**src/rtl/chromosome_evaluator_fsm_if.sv**
```systemverilog
// Evaluator bundle: run control, config, sequence RAM, phenotype and trace signals.
// slave  : the evaluator side (chromosome_evaluator_fsm).
// master : the controller / RAM / phenotype side driving the evaluator.
interface chromosome_evaluator_fsm_if #(
  parameter int IN_W      = 8,
  parameter int OUT_W     = 8,
  parameter int SEQ_DEPTH = 128,
  parameter int SUM_W     = 32,
  parameter int LOG_AW    = 15
);
  localparam int ADDR_W = $clog2(SEQ_DEPTH);

  // run control and configuration
  logic                            iStart;
  logic                            iDoneAck;
  logic                            iMode;
  logic [ADDR_W:0]                 iSeqCount;
  logic [15:0]                     iHoldCycles;
  logic [15:0]                     iIgnoreCycles;
  logic                            iAbortEn;
  logic [SUM_W+2:0]                iAbortThresh;
  // sequence RAM
  logic [ADDR_W-1:0]               oSeqAddr;
  logic [IN_W-1:0]                 iSeqInput;
  logic [OUT_W-1:0]                iSeqExpected;
  logic [OUT_W-1:0]                iSeqValid;
  // phenotype
  logic                            oChromZero;
  logic [IN_W-1:0]                 oChromIn;
  logic [OUT_W-1:0]                iChromOut;
  // status and results
  logic                            oReady;
  logic                            oDone;
  logic                            oAborted;
  logic [OUT_W*SUM_W-1:0]          oErrorSums;
  logic [SUM_W+2:0]                oTotalError;
  logic [2:0]                      oState;
  // trace stream
  logic                            oLogWe;
  logic [LOG_AW-1:0]               oLogAddr;
  logic [IN_W+ADDR_W+2*OUT_W-1:0]  oLogData;

  modport slave (
    input  iStart, iDoneAck, iMode, iSeqCount, iHoldCycles, iIgnoreCycles,
           iAbortEn, iAbortThresh, iSeqInput, iSeqExpected, iSeqValid, iChromOut,
    output oSeqAddr, oChromZero, oChromIn, oReady, oDone, oAborted, oErrorSums,
           oTotalError, oState, oLogWe, oLogAddr, oLogData
  );

  modport master (
    output iStart, iDoneAck, iMode, iSeqCount, iHoldCycles, iIgnoreCycles,
           iAbortEn, iAbortThresh, iSeqInput, iSeqExpected, iSeqValid, iChromOut,
    input  oSeqAddr, oChromZero, oChromIn, oReady, oDone, oAborted, oErrorSums,
           oTotalError, oState, oLogWe, oLogAddr, oLogData
  );
endinterface

```
**src/rtl/chromosome_evaluator_fsm.sv**
```systemverilog
// Purpose: steps one phenotype through stored input/expected/valid sequences, accumulating per-bit errors.
// Latency: ZERO_CYCLES zeroing cycles, then max(iHoldCycles,1)+3 cycles per sequence, then DONE.
// Backpressure: none on the trace/RAM paths; DONE holds results until iDoneAck.
// Ports: iClock/iResetN (sync, active low) plus the slave side of chromosome_evaluator_fsm_if
//   (run control, config, sequence RAM read, phenotype drive/sample, results, trace stream).
module chromosome_evaluator_fsm #(
  parameter int IN_W        = 8,
  parameter int OUT_W       = 8,
  parameter int SEQ_DEPTH   = 128,
  parameter int SUM_W       = 32,
  parameter int ZERO_CYCLES = 2,
  parameter int LOG_AW      = 15
) (
  input logic                       iClock,
  input logic                       iResetN,
  chromosome_evaluator_fsm_if.slave bus
);
  localparam int ADDR_W = $clog2(SEQ_DEPTH);
  localparam int TOT_W  = SUM_W + 3;
  // wide enough to hold sum + a 16-bit sample count without wrapping
  localparam int SAT_W  = ((SUM_W > 16) ? SUM_W : 16) + 1;
  localparam logic [SUM_W-1:0] SUM_MAX = '1;

  typedef enum logic [2:0] {
    IDLE  = 3'd0,
    ZERO  = 3'd1,
    FETCH = 3'd2,
    LOAD  = 3'd3,
    RUN   = 3'd4,
    FOLD  = 3'd5,
    DONE  = 3'd6
  } state_t;

  state_t state, stateNext;

  logic [ADDR_W-1:0]  idx;
  logic [15:0]        cnt;        // ZERO dwell counter, then RUN hold counter
  logic [IN_W-1:0]    chromIn;
  logic [OUT_W-1:0]   expReg;
  logic [OUT_W-1:0]   vldReg;
  logic [15:0]        samp    [OUT_W];
  logic [SUM_W-1:0]   sum     [OUT_W];
  logic [SUM_W-1:0]   sumNext [OUT_W];
  logic [SAT_W-1:0]   foldAdd [OUT_W];
  logic [SAT_W-1:0]   foldExt [OUT_W];
  logic [TOT_W-1:0]   total;
  logic [TOT_W-1:0]   totalNext;
  logic               aborted;
  logic [LOG_AW-1:0]  logAddr;
  logic [OUT_W*SUM_W-1:0] errorSums;

  logic [15:0]        holdEff;
  logic               holdLast;
  logic               zeroLast;
  logic               seqLast;
  logic               sampleNow;
  logic               abortHit;
  logic [OUT_W-1:0]   errBits;
  logic               ready, done, chromZero, logWe;

  assign holdEff   = (bus.iHoldCycles == 16'd0) ? 16'd1 : bus.iHoldCycles;
  assign holdLast  = (cnt == holdEff - 16'd1);
  assign zeroLast  = (cnt == 16'(ZERO_CYCLES - 1));
  assign seqLast   = ({1'b0, idx} == bus.iSeqCount - (ADDR_W + 1)'(1));
  assign sampleNow = (cnt >= bus.iIgnoreCycles);
  assign errBits   = (bus.iChromOut ^ expReg) & vldReg;

  // Fold of the current sequence into the running sums; the abort decision
  // must see the post-fold total, so it is formed combinationally here.
  always_comb begin
    totalNext = '0;
    for (int b = 0; b < OUT_W; b++) begin
      if (bus.iMode) foldAdd[b] = SAT_W'(samp[b]);
      else           foldAdd[b] = SAT_W'(samp[b] != 16'd0);
      foldExt[b] = SAT_W'(sum[b]) + foldAdd[b];
      sumNext[b] = (foldExt[b] > SAT_W'(SUM_MAX)) ? SUM_MAX : foldExt[b][SUM_W-1:0];
      totalNext  = totalNext + TOT_W'(sumNext[b]);
    end
  end

  assign abortHit = bus.iAbortEn && (totalNext > bus.iAbortThresh);

  always_ff @(posedge iClock) begin
    if (!iResetN) state <= IDLE;
    else          state <= stateNext;
  end

  always_comb begin
    stateNext = state;
    ready     = 1'b0;
    done      = 1'b0;
    chromZero = 1'b0;
    logWe     = 1'b0;
    unique case (state)
      IDLE: begin
        ready = 1'b1;
        if (bus.iStart) stateNext = ZERO;
      end
      ZERO: begin
        chromZero = 1'b1;
        if (zeroLast) stateNext = (bus.iSeqCount == '0) ? DONE : FETCH;
      end
      FETCH: stateNext = LOAD;
      LOAD:  stateNext = RUN;
      RUN: begin
        logWe = 1'b1;
        if (holdLast) stateNext = FOLD;
      end
      FOLD: stateNext = (abortHit || seqLast) ? DONE : FETCH;
      DONE: begin
        done = 1'b1;
        // iDoneAck wins; a simultaneous iStart is not carried into a new run
        if (bus.iDoneAck) stateNext = IDLE;
      end
      default: stateNext = IDLE;
    endcase
  end

  always_ff @(posedge iClock) begin
    if (!iResetN) begin
      idx     <= '0;
      cnt     <= '0;
      chromIn <= '0;
      expReg  <= '0;
      vldReg  <= '0;
      total   <= '0;
      aborted <= 1'b0;
      logAddr <= '0;
      for (int b = 0; b < OUT_W; b++) begin
        samp[b] <= '0;
        sum[b]  <= '0;
      end
    end else begin
      unique case (state)
        IDLE: begin
          if (bus.iStart) begin
            idx     <= '0;
            cnt     <= '0;
            total   <= '0;
            aborted <= 1'b0;
            logAddr <= '0;
            for (int b = 0; b < OUT_W; b++) sum[b] <= '0;
          end
        end
        ZERO: cnt <= zeroLast ? 16'd0 : cnt + 16'd1;
        LOAD: begin
          chromIn <= bus.iSeqInput;
          expReg  <= bus.iSeqExpected;
          vldReg  <= bus.iSeqValid;
          cnt     <= '0;
          for (int b = 0; b < OUT_W; b++) samp[b] <= '0;
        end
        RUN: begin
          logAddr <= logAddr + LOG_AW'(1);
          if (sampleNow) begin
            for (int b = 0; b < OUT_W; b++) samp[b] <= samp[b] + 16'(errBits[b]);
          end
          if (!holdLast) cnt <= cnt + 16'd1;
        end
        FOLD: begin
          for (int b = 0; b < OUT_W; b++) sum[b] <= sumNext[b];
          total <= totalNext;
          if (abortHit)     aborted <= 1'b1;
          else if (!seqLast) idx    <= idx + ADDR_W'(1);
        end
        default: ;
      endcase
    end
  end

  always_comb begin
    errorSums = '0;
    for (int b = 0; b < OUT_W; b++) errorSums[b*SUM_W +: SUM_W] = sum[b];
  end

  assign bus.oSeqAddr    = idx;
  assign bus.oChromZero  = chromZero;
  assign bus.oChromIn    = chromIn;
  assign bus.oReady      = ready;
  assign bus.oDone       = done;
  assign bus.oAborted    = aborted;
  assign bus.oErrorSums  = errorSums;
  assign bus.oTotalError = total;
  assign bus.oState      = state;
  assign bus.oLogWe      = logWe;
  assign bus.oLogAddr    = logAddr;
  assign bus.oLogData    = {chromIn, idx, expReg, bus.iChromOut};
endmodule

```
**src/flat_wrapper.sv**
```systemverilog
// flat-port wrapper written by rule: the top's interface ports become plain ports
module chromosome_evaluator_fsm_flat 
#(
  parameter int IN_W        = 8,
  parameter int OUT_W       = 8,
  parameter int SEQ_DEPTH   = 128,
  parameter int SUM_W       = 32,
  parameter int ZERO_CYCLES = 2,
  parameter int LOG_AW      = 15
)
  (iClock, iResetN, bus_iStart, bus_iDoneAck, bus_iMode, bus_iSeqCount, bus_iHoldCycles, bus_iIgnoreCycles, bus_iAbortEn, bus_iAbortThresh, bus_iSeqInput, bus_iSeqExpected, bus_iSeqValid, bus_iChromOut, bus_oSeqAddr, bus_oChromZero, bus_oChromIn, bus_oReady, bus_oDone, bus_oAborted, bus_oErrorSums, bus_oTotalError, bus_oState, bus_oLogWe, bus_oLogAddr, bus_oLogData);
  chromosome_evaluator_fsm_if #(.IN_W(IN_W), .OUT_W(OUT_W), .SEQ_DEPTH(SEQ_DEPTH), .SUM_W(SUM_W), .LOG_AW(LOG_AW)) bus_i ();
  input logic iClock;
  input logic iResetN;
  input wire logic [$bits(bus_i.iStart)-1:0] bus_iStart;
  input wire logic [$bits(bus_i.iDoneAck)-1:0] bus_iDoneAck;
  input wire logic [$bits(bus_i.iMode)-1:0] bus_iMode;
  input wire logic [$bits(bus_i.iSeqCount)-1:0] bus_iSeqCount;
  input wire logic [$bits(bus_i.iHoldCycles)-1:0] bus_iHoldCycles;
  input wire logic [$bits(bus_i.iIgnoreCycles)-1:0] bus_iIgnoreCycles;
  input wire logic [$bits(bus_i.iAbortEn)-1:0] bus_iAbortEn;
  input wire logic [$bits(bus_i.iAbortThresh)-1:0] bus_iAbortThresh;
  input wire logic [$bits(bus_i.iSeqInput)-1:0] bus_iSeqInput;
  input wire logic [$bits(bus_i.iSeqExpected)-1:0] bus_iSeqExpected;
  input wire logic [$bits(bus_i.iSeqValid)-1:0] bus_iSeqValid;
  input wire logic [$bits(bus_i.iChromOut)-1:0] bus_iChromOut;
  output wire logic [$bits(bus_i.oSeqAddr)-1:0] bus_oSeqAddr;
  output wire logic [$bits(bus_i.oChromZero)-1:0] bus_oChromZero;
  output wire logic [$bits(bus_i.oChromIn)-1:0] bus_oChromIn;
  output wire logic [$bits(bus_i.oReady)-1:0] bus_oReady;
  output wire logic [$bits(bus_i.oDone)-1:0] bus_oDone;
  output wire logic [$bits(bus_i.oAborted)-1:0] bus_oAborted;
  output wire logic [$bits(bus_i.oErrorSums)-1:0] bus_oErrorSums;
  output wire logic [$bits(bus_i.oTotalError)-1:0] bus_oTotalError;
  output wire logic [$bits(bus_i.oState)-1:0] bus_oState;
  output wire logic [$bits(bus_i.oLogWe)-1:0] bus_oLogWe;
  output wire logic [$bits(bus_i.oLogAddr)-1:0] bus_oLogAddr;
  output wire logic [$bits(bus_i.oLogData)-1:0] bus_oLogData;
  assign bus_i.iStart = bus_iStart;
  assign bus_i.iDoneAck = bus_iDoneAck;
  assign bus_i.iMode = bus_iMode;
  assign bus_i.iSeqCount = bus_iSeqCount;
  assign bus_i.iHoldCycles = bus_iHoldCycles;
  assign bus_i.iIgnoreCycles = bus_iIgnoreCycles;
  assign bus_i.iAbortEn = bus_iAbortEn;
  assign bus_i.iAbortThresh = bus_iAbortThresh;
  assign bus_i.iSeqInput = bus_iSeqInput;
  assign bus_i.iSeqExpected = bus_iSeqExpected;
  assign bus_i.iSeqValid = bus_iSeqValid;
  assign bus_i.iChromOut = bus_iChromOut;
  assign bus_oSeqAddr = bus_i.oSeqAddr;
  assign bus_oChromZero = bus_i.oChromZero;
  assign bus_oChromIn = bus_i.oChromIn;
  assign bus_oReady = bus_i.oReady;
  assign bus_oDone = bus_i.oDone;
  assign bus_oAborted = bus_i.oAborted;
  assign bus_oErrorSums = bus_i.oErrorSums;
  assign bus_oTotalError = bus_i.oTotalError;
  assign bus_oState = bus_i.oState;
  assign bus_oLogWe = bus_i.oLogWe;
  assign bus_oLogAddr = bus_i.oLogAddr;
  assign bus_oLogData = bus_i.oLogData;
  chromosome_evaluator_fsm #(.IN_W(IN_W), .OUT_W(OUT_W), .SEQ_DEPTH(SEQ_DEPTH), .SUM_W(SUM_W), .ZERO_CYCLES(ZERO_CYCLES), .LOG_AW(LOG_AW)) u_core (.iClock(iClock), .iResetN(iResetN), .bus(bus_i));
endmodule
```
**config.mk**
```make
export PLATFORM = sky130hd
export DESIGN_NAME = chromosome_evaluator_fsm_flat
export DESIGN_NICKNAME = d
export VERILOG_FILES = /design/src/rtl/chromosome_evaluator_fsm_if.sv /design/src/rtl/chromosome_evaluator_fsm.sv /design/src/flat_wrapper.sv
export SDC_FILE = /design/constraint.sdc
export NUM_CORES = 2
export LEC_CHECK = 0
export CAP_MARGIN = 20
export CORE_MARGIN = 2
export CORE_UTILIZATION = 58
export CTS_CLUSTER_DIAMETER = 40
export DETAILED_ROUTE_END_ITERATION = 16
export GPL_TIMING_DRIVEN = 0
export PLACE_DENSITY = 0.94
export SLEW_MARGIN = 5
export SYNTH_ARGS = -nofsm -noshare
export SYNTH_HDL_FRONTEND = slang
export SYNTH_SLANG_ARGS = --single-unit
export TNS_END_PERCENT = 100
```
**constraint.sdc**
```tcl
create_clock -name iClock -period 17.5 [get_ports iClock]
set_input_delay 3.5 -clock iClock [delete_from_list [all_inputs] [get_ports iClock]]
set_output_delay 3.5 -clock iClock [all_outputs]
set_load 0.02 [all_outputs]
```
==> metrics.md <==
| Metric | Value |
|---|---|
| H-tree Lvls | `3` |
| I/O pins | `473` |
| Post-route minimum period | `~17 ns` |
| Design area | `~0.049 mm^2` |
| Clock tree buffer depth | `3` |
| Post-CTS setup buffers | `0` |
| Seq/Total Area, Yosys | `32.97%` |
| Gr usage total | `roughly 39%` |
| Fillers | `between 4000 and 5000` |
| CP arrival | `17.51 ns` |
| Leading area contributor after synthesis | `edfxtp_1` |
| R2R Setup Slk | `around 3.2 ns` |
| Crit path max fanout | `10` |
| Ant diodes | `0` |
| Remaining Overflow, GRT | `0` |
| Gpl congestion | `0.9990` |
| Avg Cell Area, Syn | `9.008 um^2` |
| DRT iter0 DRCs | `4442` |
| Reg-to-reg startpoint | `u_core.samp[0][22]` |
| Critical path class | `input pin to register` |
| Max-slew headroom | `28.83%` |
| WP data required | `between 15 and 20 ns` |
| Min Hold Slack | `0.4706 ns` |
| Final WL | `139.5 mm` |
| Pin count of the biggest net entering global routing | `64` |
| Post-route ant nets | `0` |
| Commonest non-fill, non-tap cell in the layout | `clkdlybuf4s50_1` |
| Syn Nets | `4955` |
| Asr flop ratio synth | `0%` |
| Crit share post-route | `96.73%` |
| Clock root buffer | `clkbuf_16` |
| Antenna violations before repair | `3` |
| Worst skew pair latency | `about 0.66 ns` |
| CTS Buf Count | `89` |
| Vias in the first global route | `36400` |
| Worst-path clk slew | `0.05 ns` |
| Max-slew violation count | `0` |
| Synthesis-stage register bit count | `485` |
| Vias | `37488` |
| Cells after Synth | `4402` |
| Slew @ Worst Pin | `1.064 ns` |
| DIE AREA | `approximately 0.070 mm^2` |
| Nets@finish | `5523` |
| TritonCTS clock tree | `done` |
| Global-route wire length before repair | `208.6 mm` |
| Avg WL per Cell | `23.56 um` |
| P&R area growth vs syn | `22.80%` |
| Core Area | `just under 0.07 mm^2` |
| Number of distinct library cells after synthesis | `88` |
| Total negative slack | `0 ns` |
| Top post-synthesis cells by area | `edfxtp_1 25%, ha_1 8.6%, fa_1 8.4%, dfxtp_1 7.5%, xnor2_1 4.2%` |
| Final setup viols | `0` |
| YS warnings | `0` |
| HPWL Detailed | `109.9 mm` |
| Post-synth EDFFs | `336` |
| Count of input and output buffers | `471` |
| Setup crit start | `bus_iMode` |
| Layout cells sized above 1 | `5.370%` |
| Final Hold Viols | `0` |
| Post-Synthesis Cell Area | `roughly 0.04 mm^2` |
| CP endpoint kind | `register` |
| Die Width | `approximately 270 um` |
| Status | `finished clean` |
| Max Cap Viol | `0` |
| Fmax | `roughly 60 MHz` |
| Critical R2R Capture | `u_core.bus.oSeqAddr[0]` |
| Critical path's slowest cell | `clkbuf_1` |
| Synth top area share | `25.44%` |
| CP Launch Type | `input pin` |
| Top FF cell, synth | `edfxtp_1` |
| Clock tree sinks | `485` |
| End of the critical path | `u_core.bus.oSeqAddr[0]` |
| DRC violations left | `0` |
| Initial Utilization | `58.84%` |
| Die Height | `roughly 270 um` |
| Site Rows | `95` |
| HP Class | `register to register` |
| Vias per cell | `between 6 and 7` |
| Worst Clk Skew | `0.03485 ns` |
| Most frequent cells in the layout | `471 x clkdlybuf4s50_1, 411 x nor2_1, 358 x nand2_1` |
| R2r worst-path depth | `52` |
| Top cell by count, worst path | `a21oi_1` |
| RSZ-0062 raised after global routing | `no` |
| Drt pass-1 iters | `9` |
| Max incr delay on CP | `0.57 ns` |
| Dpl cell area | `0.04562 mm^2` |
## critical path, delay by kind of cell
family	cells	cell delay [ns]
compound gates	25	6.40
simple gates	9	1.94
xor+xnor	1	0.42
buf+inv	6	1.73
fa+ha+maj	8	3.46
## what timing repair did
item / CTS / global route
hold endpoints to repair: 0 / 0
resized for setup: 0 / 5
setup endpoints to repair: 0 / 9
hold buffers: 0 / 0
## kinds of logic after synthesis
family | Yosys count | synth area share [%]
buf+inv | 501 | 4.985
simple gates | 1656 | 20.86
fa+ha+maj | 440 | 17.04
compound gates | 934 | 15.45
flops | 485 | 32.97
xor+xnor | 346 | 7.642
mux | 40 | 1.048
## worst min path at each step
| stage | start | end | slack [ns] | depth (start not counted) |
|---|---|---|---|---|
| after global placement | u_core.vldReg[1] | u_core.vldReg[1] | 0.45 | 1 |
| after CTS | u_core.bus.oTotalError[8] | u_core.bus.oTotalError[8] | 0.47 | 2 |
| after detailed placement | u_core.vldReg[1] | u_core.vldReg[1] | 0.46 | 1 |
| after global routing | u_core.bus.oTotalError[8] | u_core.bus.oTotalError[8] | 0.50 | 2 |
| after floorplan | u_core.vldReg[0] | u_core.vldReg[0] | 0.44 | 1 |
| final | u_core.bus.oTotalError[8] | u_core.bus.oTotalError[8] | 0.47 | 2 |
## cell type report
class	count	area, um^2	area share [%]
Tap cell	873	1092	2.243
Timing Repair Buffer	477	4852	9.964
Sequential cell	485	13070	26.85
Clock inverter	60	644.4	1.323
Inverter	329	1240	2.546
Multi-Input combinational cell	3416	24630	50.58
Buffer	172	743.2	1.526
Clock buffer	108	2422	4.974
## flip-flops by register name, summed over array words and instances (netlist names)
| register | flops |
|---|---|
| u_core.bus.oAborted | 1 |
| u_core.bus.oChromIn | 8 |
| u_core.bus.oLogAddr | 15 |
| u_core.bus.oSeqAddr | 7 |
| u_core.bus.oState | 3 |
| u_core.bus.oTotalError | 35 |
| u_core.cnt | 16 |
| u_core.expReg | 8 |
| u_core.samp | 128 |
| u_core.sum | 256 |
| u_core.vldReg | 8 |
## through the flow
stage / util, % / std cells / setup WS [ns]
after detailed placement: 67.69 / 5752 / 0.06842
after CTS: 72.24 / 5920 / 0.5953
after floorplan: - / 4402 / 3.038
after global placement: 67.45 / 5746 / 0.3455
after global routing: 72.25 / 5920 / 0.02227
final: 72.25 / 5920 / 0.5729
## routing by layer
metal  vias up  global-route usage [%]  routed length, um
met5         -                       0                 14
met4         2                   24.94              10140
met3       505                   8.998              16610
met2      2498                   61.72              62950
met1     17703                   47.11              49740
li1      16780                       -                  -
## synth_stat cells (52+ instances only)
library cell and instances:
xnor2_1 192, edfxtp_1 336, o21ai_0 140, nand2_1 358, clkbuf_1 141, a21o_1 93, dfxtp_1 149, a22o_1 52
a21oi_1 309, fa_1 167, nand3_1 150, nor2_1 411, nand2b_1 53, nand4_1 62, xor2_1 154, and3_1 87
inv_1 328, ha_1 273, nor3_1 113, and2_1 205
Power is not shown: default switching activity piles up to over one toggle a cycle in this logic, so the estimate is an artifact.
